===== src/rtl/cici_sched_if.sv =====
// Handshake and strobe bundle between the CIC interpolator datapath and its sequencer.
// Latency: none, wires only.
// Backpressure: o_ready/i_valid carry sample flow control; CICI_SCHED_UNDERFLOW_CNT_EN adds o_underflow_cnt.
interface cici_sched_if #(
   parameter int gp_data_width = 8,
   parameter int gp_rate_width = 4
);
   logic                     i_tick;
   logic                     i_start;
   logic                     i_stop;
   logic [gp_rate_width-1:0] i_rate;
   logic [gp_data_width-1:0] i_data;
   logic                     i_valid;
   logic                     o_ready;
   logic [gp_data_width-1:0] o_data;
   logic                     o_ena_comb;
   logic                     o_ena_intg;
   logic                     o_load;
   logic [gp_rate_width-1:0] o_phase;
   logic                     o_out_valid;
   logic                     o_busy;
   logic                     o_underflow;
`ifdef CICI_SCHED_UNDERFLOW_CNT_EN
   logic [15:0]              o_underflow_cnt;
`endif

   modport slave (
`ifdef CICI_SCHED_UNDERFLOW_CNT_EN
      output o_underflow_cnt,
`endif
      input  i_tick, i_start, i_stop, i_rate, i_data, i_valid,
      output o_ready, o_data, o_ena_comb, o_ena_intg, o_load, o_phase,
      output o_out_valid, o_busy, o_underflow
   );

   modport master (
`ifdef CICI_SCHED_UNDERFLOW_CNT_EN
      input  o_underflow_cnt,
`endif
      output i_tick, i_start, i_stop, i_rate, i_data, i_valid,
      input  o_ready, o_data, o_ena_comb, o_ena_intg, o_load, o_phase,
      input  o_out_valid, o_busy, o_underflow
   );
endinterface


===== src/rtl/cici_sched.sv =====
// Sequencer for the CIC interpolator: phase tracking, enable strobes, priming, underflow stuffing, drain.
// Latency: strobes are combinational from i_tick; state/phase/buffer move on the edge of a tick cycle.
// Backpressure: one-entry sample buffer, o_ready while buffer empty or being consumed; optional CICI_SCHED_UNDERFLOW_CNT_EN counter.
module cici_sched #(
   parameter int gp_data_width = 8,
   parameter int gp_rate_width = 4,
   parameter int gp_latency    = 4
) (
   input logic          i_clk,
   input logic          i_rst_an,
   cici_sched_if.slave  bus
);
   localparam int cw = $clog2(gp_latency + 1);

   typedef enum logic [1:0] {st_idle, st_prime, st_run, st_drain} state_t;

   state_t                   state;
   logic [gp_rate_width-1:0] rate;
   logic [gp_rate_width-1:0] phase;
   logic [cw-1:0]            cnt;
   logic                     full;
   logic [gp_data_width-1:0] smp;

   logic active;
   logic busy;
   logic ph0;
   logic last_ph;
   logic consume;
   logic ready;
   logic xfer;
   logic start_ok;

   assign active   = (state == st_prime) || (state == st_run);
   assign busy     = (state != st_idle);
   assign ph0      = (phase == '0);
   assign last_ph  = (phase == rate - gp_rate_width'(1));
   assign consume  = bus.i_tick && ph0 && active;
   assign ready    = active && (!full || consume);
   assign xfer     = bus.i_valid && ready;
   assign start_ok = (state == st_idle) && bus.i_start && (bus.i_rate >= gp_rate_width'(2));

   // Sequencer state, phase counter, prime/drain period counter and the one-entry sample buffer.
   always_ff @(posedge i_clk) begin
      if (!i_rst_an) begin
         state <= st_idle;
         rate  <= '0;
         phase <= '0;
         cnt   <= '0;
         full  <= 1'b0;
         smp   <= '0;
      end else begin
         if (xfer) begin
            full <= 1'b1;
            smp  <= bus.i_data;
         end else if (consume) begin
            full <= 1'b0;
         end

         if (bus.i_tick && busy) begin
            phase <= last_ph ? '0 : phase + gp_rate_width'(1);
         end

         case (state)
            st_idle: begin
               if (start_ok) begin
                  state <= st_prime;
                  rate  <= bus.i_rate;
                  phase <= '0;
                  cnt   <= '0;
               end
            end
            st_prime, st_run: begin
               if (bus.i_stop) begin
                  // The drain feeds zeros, so whatever is buffered is dropped now.
                  state <= st_drain;
                  cnt   <= '0;
                  full  <= 1'b0;
               end else if (bus.i_tick && state == st_prime) begin
                  if (ph0) cnt <= cnt + cw'(1);
                  // Leave priming at the end of the last full low-rate period.
                  if (last_ph && cnt == cw'(gp_latency)) state <= st_run;
               end
            end
            st_drain: begin
               if (bus.i_tick && ph0) begin
                  if (cnt == cw'(gp_latency - 1)) begin
                     state <= st_idle;
                     phase <= '0;
                  end else begin
                     cnt <= cnt + cw'(1);
                  end
               end
            end
            default: state <= st_idle;
         endcase
      end
   end

`ifdef CICI_SCHED_UNDERFLOW_CNT_EN
   logic [15:0] ucnt;

   // Saturating count of underflow pulses, cleared by an accepted start.
   always_ff @(posedge i_clk) begin
      if (!i_rst_an) begin
         ucnt <= '0;
      end else if (start_ok) begin
         ucnt <= '0;
      end else if (bus.o_underflow && ucnt != 16'hFFFF) begin
         ucnt <= ucnt + 16'd1;
      end
   end

   assign bus.o_underflow_cnt = ucnt;
`endif

   assign bus.o_ready     = ready;
   assign bus.o_data      = (full && active) ? smp : '0;
   assign bus.o_ena_intg  = bus.i_tick && busy;
   assign bus.o_load      = bus.i_tick && busy && ph0;
   assign bus.o_ena_comb  = bus.i_tick && busy && ph0;
   assign bus.o_phase     = phase;
   assign bus.o_out_valid = bus.i_tick && (state == st_run);
   assign bus.o_busy      = busy;
   assign bus.o_underflow = consume && (state == st_run) && !full;
endmodule

===== src/flat_wrapper.sv =====
// flat-port wrapper written by rule: the top's interface ports become plain ports
module cici_sched_flat 
#(
   parameter int gp_data_width = 8,
   parameter int gp_rate_width = 4,
   parameter int gp_latency    = 4
)
  (i_clk, i_rst_an, bus_i_tick, bus_i_start, bus_i_stop, bus_i_rate, bus_i_data, bus_i_valid, bus_o_ready, bus_o_data, bus_o_ena_comb, bus_o_ena_intg, bus_o_load, bus_o_phase, bus_o_out_valid, bus_o_busy, bus_o_underflow);
  cici_sched_if #(.gp_data_width(gp_data_width), .gp_rate_width(gp_rate_width)) bus_i ();
  input logic i_clk;
  input logic i_rst_an;
  input wire logic [$bits(bus_i.i_tick)-1:0] bus_i_tick;
  input wire logic [$bits(bus_i.i_start)-1:0] bus_i_start;
  input wire logic [$bits(bus_i.i_stop)-1:0] bus_i_stop;
  input wire logic [$bits(bus_i.i_rate)-1:0] bus_i_rate;
  input wire logic [$bits(bus_i.i_data)-1:0] bus_i_data;
  input wire logic [$bits(bus_i.i_valid)-1:0] bus_i_valid;
  output wire logic [$bits(bus_i.o_ready)-1:0] bus_o_ready;
  output wire logic [$bits(bus_i.o_data)-1:0] bus_o_data;
  output wire logic [$bits(bus_i.o_ena_comb)-1:0] bus_o_ena_comb;
  output wire logic [$bits(bus_i.o_ena_intg)-1:0] bus_o_ena_intg;
  output wire logic [$bits(bus_i.o_load)-1:0] bus_o_load;
  output wire logic [$bits(bus_i.o_phase)-1:0] bus_o_phase;
  output wire logic [$bits(bus_i.o_out_valid)-1:0] bus_o_out_valid;
  output wire logic [$bits(bus_i.o_busy)-1:0] bus_o_busy;
  output wire logic [$bits(bus_i.o_underflow)-1:0] bus_o_underflow;
  assign bus_i.i_tick = bus_i_tick;
  assign bus_i.i_start = bus_i_start;
  assign bus_i.i_stop = bus_i_stop;
  assign bus_i.i_rate = bus_i_rate;
  assign bus_i.i_data = bus_i_data;
  assign bus_i.i_valid = bus_i_valid;
  assign bus_o_ready = bus_i.o_ready;
  assign bus_o_data = bus_i.o_data;
  assign bus_o_ena_comb = bus_i.o_ena_comb;
  assign bus_o_ena_intg = bus_i.o_ena_intg;
  assign bus_o_load = bus_i.o_load;
  assign bus_o_phase = bus_i.o_phase;
  assign bus_o_out_valid = bus_i.o_out_valid;
  assign bus_o_busy = bus_i.o_busy;
  assign bus_o_underflow = bus_i.o_underflow;
  cici_sched #(.gp_data_width(gp_data_width), .gp_rate_width(gp_rate_width), .gp_latency(gp_latency)) u_core (.i_clk(i_clk), .i_rst_an(i_rst_an), .bus(bus_i));
endmodule

===== config.mk =====
export PLATFORM = sky130hd
export DESIGN_NAME = cici_sched_flat
export DESIGN_NICKNAME = d
export VERILOG_FILES = /design/src/rtl/cici_sched_if.sv /design/src/rtl/cici_sched.sv /design/src/flat_wrapper.sv
export SDC_FILE = /design/constraint.sdc
export NUM_CORES = 1
export LEC_CHECK = 0
export BUFFER_PORTS_ARGS = -buffer_cell sky130_fd_sc_hd__buf_2
export CAP_MARGIN = 20
export CORE_UTILIZATION = 37
export DETAILED_ROUTE_END_ITERATION = 16
export PLACE_DENSITY = 0.63
export SLEW_MARGIN = 30
export SYNTH_ARGS = -nofsm -noshare
export SYNTH_HDL_FRONTEND = slang
export SYNTH_SLANG_ARGS = --single-unit

===== constraint.sdc =====
create_clock -name i_clk -period 3.1 [get_ports i_clk]
set_clock_uncertainty 0.05 [all_clocks]
set_input_delay 0.155 -clock i_clk [delete_from_list [all_inputs] [get_ports i_clk]]
set_output_delay 0.155 -clock i_clk [all_outputs]
set_load 0.03 [all_outputs]

==> results.yml, run 1 <==
pwr:
  ir_drop_uv: 308
  p_leak_uw: 0.000712
  pwr_density_cell_nw_per_um2: 780
setup_path:
  arrival_ns: 2.27
  reg2regPathDepth: 7
  start_kind: "flop"
  critPathCaptureType: "flop"
  r2r-end: "u_core.state[0]"
  path_max_fanout: 13
  rrSetupSlack_ns: 1.05
  critPathRequiredTime_ns: 3.32
  cpPeakStageDelay_ns: 0.44
  crit_start: "u_core.state[0]"
  cpMaxStageDelayCell: "ha_1"
  crit_type: "flop to flop"
  reg2reg_from: "u_core.state[0]"
  cp_cell_sequence: "inv_1 -> ha_1 -> nor2b_1 -> a22oi_1 -> nand2_1 -> a2111oi_0 -> a31o_1"
final_layout:
  area_delta_synth_final_pct: 18.8
  nNetsFinal: 214
  antenna_cells: 0
  fin_util_pct: 48.1
  fill_cells: 336
  drive_gt1_share_pct: 22.7
sta:
  worst_slack_ns: 1.05
  fmax_mhz: 488
  slew_viol_final: 0
  rsz0062_at_grt: "no"
  min_period_ns: 2.05
  period_share_pct: 66.0
  final_hold_viol_count: 0
  setup_viol: 0
  setup_tns_ns: 0
  worstMarginPinSlew_ns: 0.646
  slew_headroom_pct: 56.4
hold_path:
  hold_depth: 3
  hp-class: "primary input to flop"
  min_to: "u_core.smp[0]"
  hold_start: "bus_i_data[0]"
logic_synthesis:
  synth.distinct_cells: 34
  async_flop_share_pct: 0
  ys_seq_area_share_pct: 34.5
  ys.warnings.count: 0
  synth.cell_area_um2: 1270
  synth-main-ff-cell: "dfxtp_1"
  syn_nets: 179
  syn_inst: 151
  synth_edf_count: 0
  syn_avg_cell_area_um2: 8.44
  ys_seq_elements: 22
detailed_routing:
  routedWlPerCell_um: 11.8
  dr.pass1.iters: 4
  drt_iter0_drc: 28
  route.met2.wl_mm: 1.23
  wl_mm: 2.70
  highest_layer: "met4"
  drc: 0
  dr_wl_met3_um: 95
  met1_length_mm: 1.34
  drtAntennaViolNets: 0
  vias_per_cell: 5.00
  vias: 1146
floorplanning:
  ioPinCount: 37
  die_x_um: 60.7
  fp-row-count: 20
  core_area_um2: 3150
  dieArea_um2: 3680
  die_y_um: 60.7
  start_util_pct: 40.4
outcome:
  status: "finished, final reports clean"
placement:
  place.gp.congestion: 0.781
  hpwlAfterDp_mm: 2.13
  port_buffers: 36
  dp_slack_ns: 1.08
cts:
  cts_hold_buffers: 0
  postCtsSetupBuffers: 0
  cts_resized: 0
  cts_tree: "yes"
  clockRootBuffer: "clkbuf_4"
  clk_latency_ns: 0.32
  cts_buffers: 3
  htree_num_levels: 1
  clk_pin_slew_ns: 0.12
  clock_sinks: 22
  cts.path.max_buffers: 2
global_route:
  grt_antenna_before_repair: 0
  grt_pass1_vias: 1071
  gr-total-overflow: 0
  grt_max_degree: 16
  grt_util_all_layers_pct: 16.0
  grt_pass1_wl_mm: 4.40
run:
  maxCapViolations: 0
## routing by layer
metal | GRT usage, % | vias up
li1 | - | 597
met1 | 19.8 | 524
met2 | 27.2 | 20
met3 | 2.99 | 5
met4 | 6.82 | 0
met5 | 0 | -
## cell families after synthesis
group | share of synthesized area, %
adders and majority gates | 9.81
muxes | 7.07
DFF | 34.5
xor gates and xnor gates | 4.61
buffers and inverters | 6.87
and+or+nand+nor | 20.7
AOI/OAI and AO/OA | 16.4
## synth_stat cells, drive strengths merged (2+ instances only)
library cell / count / area share (%)
nand2: 9 / 2.6
dfxtp: 22 / 35
o211ai: 2 / 1.2
nor2: 18 / 5.3
buf: 3 / 1.6
inv: 15 / 4.4
ha: 10 / 9.8
o21ai: 5 / 2.0
xnor2: 3 / 2.1
clkbuf: 3 / 0.88
o31ai: 4 / 2.4
mux2i: 9 / 7.1
a21oi: 9 / 4.4
a21o: 2 / 1.2
a31o: 2 / 1.4
nand3: 8 / 3.1
and3: 9 / 4.4
nor3: 5 / 2.4
a32oi: 2 / 1.4
## cell usage in the layout (no fill, tap or decap), drive strengths merged, types with 4 or more instances in the layout
cell type  synthesis  routed
and3               9       9
nand2              9       9
a21oi              9       9
o21ai              5       5
nor3               5       5
nor2              18      18
dfxtp             22      22
clkbuf             3       4
nand3              8       8
ha                10      10
mux2i              9       9
o31ai              4       4
buf                3      36
inv               15      15
## cell type report
class	instances	area [um^2]	share of cell area [%]
Tap cell	44	55.1	3.63
Sequential cell	22	440	29.1
Timing Repair Buffer	36	180	11.9
Inverter	15	56.3	3.72
Clock buffer	4	36.3	2.39
Multi-Input combinational cell	108	747	49.3
## metrics by stage
step	hold WS [ns]	instances	area, um^2	power (uW)
floorplan	0.246	151	1270	886
global placement	0.338	225	1480	1010
detailed placement	0.347	225	1480	1020
CTS	0.0127	229	1520	1190
global route	0.00868	229	1520	1280
finish	0.0155	229	1520	1180
## flip-flops by register name, summed over array words and instances, names as in the netlist
register	count
u_core.smp	8
u_core.bus.o_phase	4
u_core.rate	4
u_core.cnt	3
u_core.state	2
u_core.full	1
## power breakdown
part	total (uW)	internal [uW]	switching, uW
sequential	381	335	46.2
combinational	638	223	415
clock	163	71.9	91.5
## worst max path at each step
stage / to / slack, ns / depth (start not counted)
2_1_floorplan: u_core.bus.o_phase[2] / 1.24 / 9
3_3_place_gp: u_core.cnt[0] / 1.13 / 7
3_5_place_dp: u_core.state[0] / 1.08 / 7
4_1_cts: u_core.state[0] / 1.05 / 7
5_1_grt: u_core.bus.o_phase[3] / 0.91 / 7
6_report: u_core.state[0] / 1.05 / 7
## critical path, delay by kind of cell, from the launching register on
family | cells | cell delay (ns)
adders and majority gates | 1 | 0.44
AOI/OAI and AO/OA | 3 | 0.68
buffers and inverters | 1 | 0.08
and+or+nand+nor | 2 | 0.34
DFF | 1 | 0.41
No activity file was read; power rests on OpenSTA's default activity.
==> run 2: changes to the inputs <==
--- a/config.mk
+++ b/config.mk
@@ -9,7 +9,7 @@
 export CAP_MARGIN = 20
 export CORE_UTILIZATION = 37
 export DETAILED_ROUTE_END_ITERATION = 16
-export PLACE_DENSITY = 0.63
+export PLACE_DENSITY = 0.66
 export SLEW_MARGIN = 30
 export SYNTH_ARGS = -nofsm -noshare
 export SYNTH_HDL_FRONTEND = slang
==> constraint.sdc (replaced) <==
create_clock -name i_clk -period 1.65 [get_ports i_clk]
set_clock_uncertainty 0.05 [all_clocks]
set_input_delay 0.0825 -clock i_clk [delete_from_list [all_inputs] [get_ports i_clk]]
set_output_delay 0.0825 -clock i_clk [all_outputs]
set_load 0.03 [all_outputs]
==> run 2 against run 1 <==
Sequential power rose by 87%. Cell count increased by 15%. Hold slack worse by 0.00073 ns. Combinational power grew to 3.1 times the previous value. Register-to-register slack got worse by 1.1 ns. Critical path depth unchanged. Total power grew to 2.5 times the previous value. Highest routed layer unchanged. Clock-buffer cell count stayed put. Sequential share of layout area fell by 6.1 points. Flip-flop and latch count did not move. Utilization rose by 16 points. The flow now finishes with violations (setup timing). Die area unchanged.
==> results.yml, run 2 (synthesized netlist as in run 1, its figures left out) <==
pwr:
  ir_drop_uv: 635
  p_leak_uw: 0.000904
  pwr_density_cell_nw_per_um2: 1490
final_layout:
  multi_input_area_um2: 866
  regMostFlops: "u_core.smp"
  antenna_cells: 0
  drive_gt1_share_pct: 45.0
  fill_cells: 258
  register_area_um2: 462
  largest_reg_flops: 8
  finalInstanceArea_um2: 2010
  nNetsFinal: 249
  area_delta_synth_final_pct: 57.8
  layout_common_cells: "buf_4 (28), buf_2 (25), nor2_1 (17), dfxtp_1 (13), dlygate4sd3_1 (10)"
  layout_commonest_cell: "buf_4"
global_route:
  grt_pass1_wl_mm: 5.22
  grt_antenna_before_repair: 0
  grt_util_all_layers_pct: 19.2
  gr-total-overflow: 0
  grt_max_degree: 16
  grt_pass1_vias: 1197
detailed_routing:
  routedWlPerCell_um: 13.2
  vias_per_cell: 5.01
  vias: 1322
  drc: 0
  wl_mm: 3.49
  dr.pass1.iters: 4
  drt_iter0_drc: 61
  drtAntennaViolNets: 0
setup_path:
  reg2reg_from: "u_core.bus.o_phase[1]"
  critPathCaptureType: "output pin"
  crit_type: "flop to output pin"
  crit_start: "u_core.bus.o_phase[1]"
  path_max_fanout: 4
  critPathRequiredTime_ns: 1.52
  arrival_ns: 1.55
  start_kind: "flop"
cts:
  cts.path.max_buffers: 2
  clockRootBuffer: "clkbuf_4"
  clk_pin_slew_ns: 0.13
  clock_sinks: 22
  cts_buffers: 3
  cts_tree: "yes"
  htree_num_levels: 1
  clk_latency_ns: 0.31
sta:
  rsz0062_at_grt: "yes"
  worst_slack_ns: -0.0357
  slew_viol_final: 0
  period_share_pct: 102
  setup_tns_ns: -0.154
  worstMarginPinSlew_ns: 0.696
  slew_headroom_pct: 53.0
  fmax_mhz: 593
  final_hold_viol_count: 0
  min_period_ns: 1.69
  setup_viol: 10
floorplanning:
  die_y_um: 60.7
  start_util_pct: 40.4
  die_x_um: 60.7
  dieArea_um2: 3680
  ioPinCount: 37
  core_area_um2: 3150
  fp-row-count: 20
outcome:
  status: "finished with violations"
  violations: "setup timing"
placement:
  hpwlAfterDp_mm: 2.35
  place.gp.congestion: 0.787
  dp_slack_ns: -0.0122
  port_buffers: 36
  placed_area_um2: 1680
hold_path:
  hp-class: "primary input to flop"
  hold_start: "bus_i_rate[2]"
run:
  maxCapViolations: 0
==> run 2: cell count changes in the layout (fill, tap and decap cells not counted), moves of 6 or more <==
cell	delta
buf_4	+28
buf_2	-11
dlygate4sd3_1	+10
dfxtp_1	-9
inv_1	-7
buf_6	+6
==> run 2: where the power goes <==
part	leakage [uW]	internal, uW	switching, uW	total [uW]
Sequential	0.000184	637	77.1	714
Combinational	0.000698	954	1020	1970
Clock	0.0000210	135	169	304
Total	0.000904	1730	1260	2990
==> run 2: worst max-delay path, cell delays in order, from the launching register on <==
cell and delay (ns):
dfxtp_4 0.37, inv_4 0.05, ha_4 0.12, nand4bb_1 0.12
buf_4 0.17, buf_6 0.12, nor3_2 0.10, buf_4 0.18
==> run 2: final timing paths <==
check	end	slack, ns	cells past startpoint
worst max-delay path	bus_o_underflow	-0.04	7
worst min register to register	u_core.cnt[0]	0.43	1
worst max register to register	u_core.smp[7]	-0.02	9
worst min-delay path	u_core.rate[2]	0.01	3
==> run 2: layout make-up <==
type / count / share of cell area, %
clock buffers: 4 / 1.80
multi-input cells: 108 / 43.0
repair buffers: 71 / 26.4
well taps: 44 / 2.74
inverters: 15 / 3.11
flip-flops and latches: 22 / 22.9
==> run 2: routing by layer <==
metal	routed length, um	part of all wire [%]	up-vias	track usage, %
met3	99	2.8	4	2.77
met4	41	1.2	0	6.82
met1	1500	43	625	23.1
li1	-	-	665	-
met5	0	0	-	0
met2	1850	53	28	34.5
==> run 2: stage by stage <==
step | hold slack [ns] | util, % | cells | total power, uW
after floorplan | 0.173 | - | 151 | 1730
after global placement | 0.268 | 53.3 | 243 | 2220
after detailed placement | 0.278 | 53.3 | 243 | 2260
after CTS | 0.00979 | 60.6 | 259 | 2810
after global routing | 0.0222 | 63.8 | 264 | 3170
final | 0.0148 | 63.8 | 264 | 2990
==> run 2: timing repair <==
action / in CTS / in global routing
endpoints found under the setup margin: 18 / 27
pin swaps: 5 / 4
buffers inserted: 2 / 5
hold buffers: 10 / 0
hold endpoints to repair: 10 / 0
resized for setup: 24 / 26
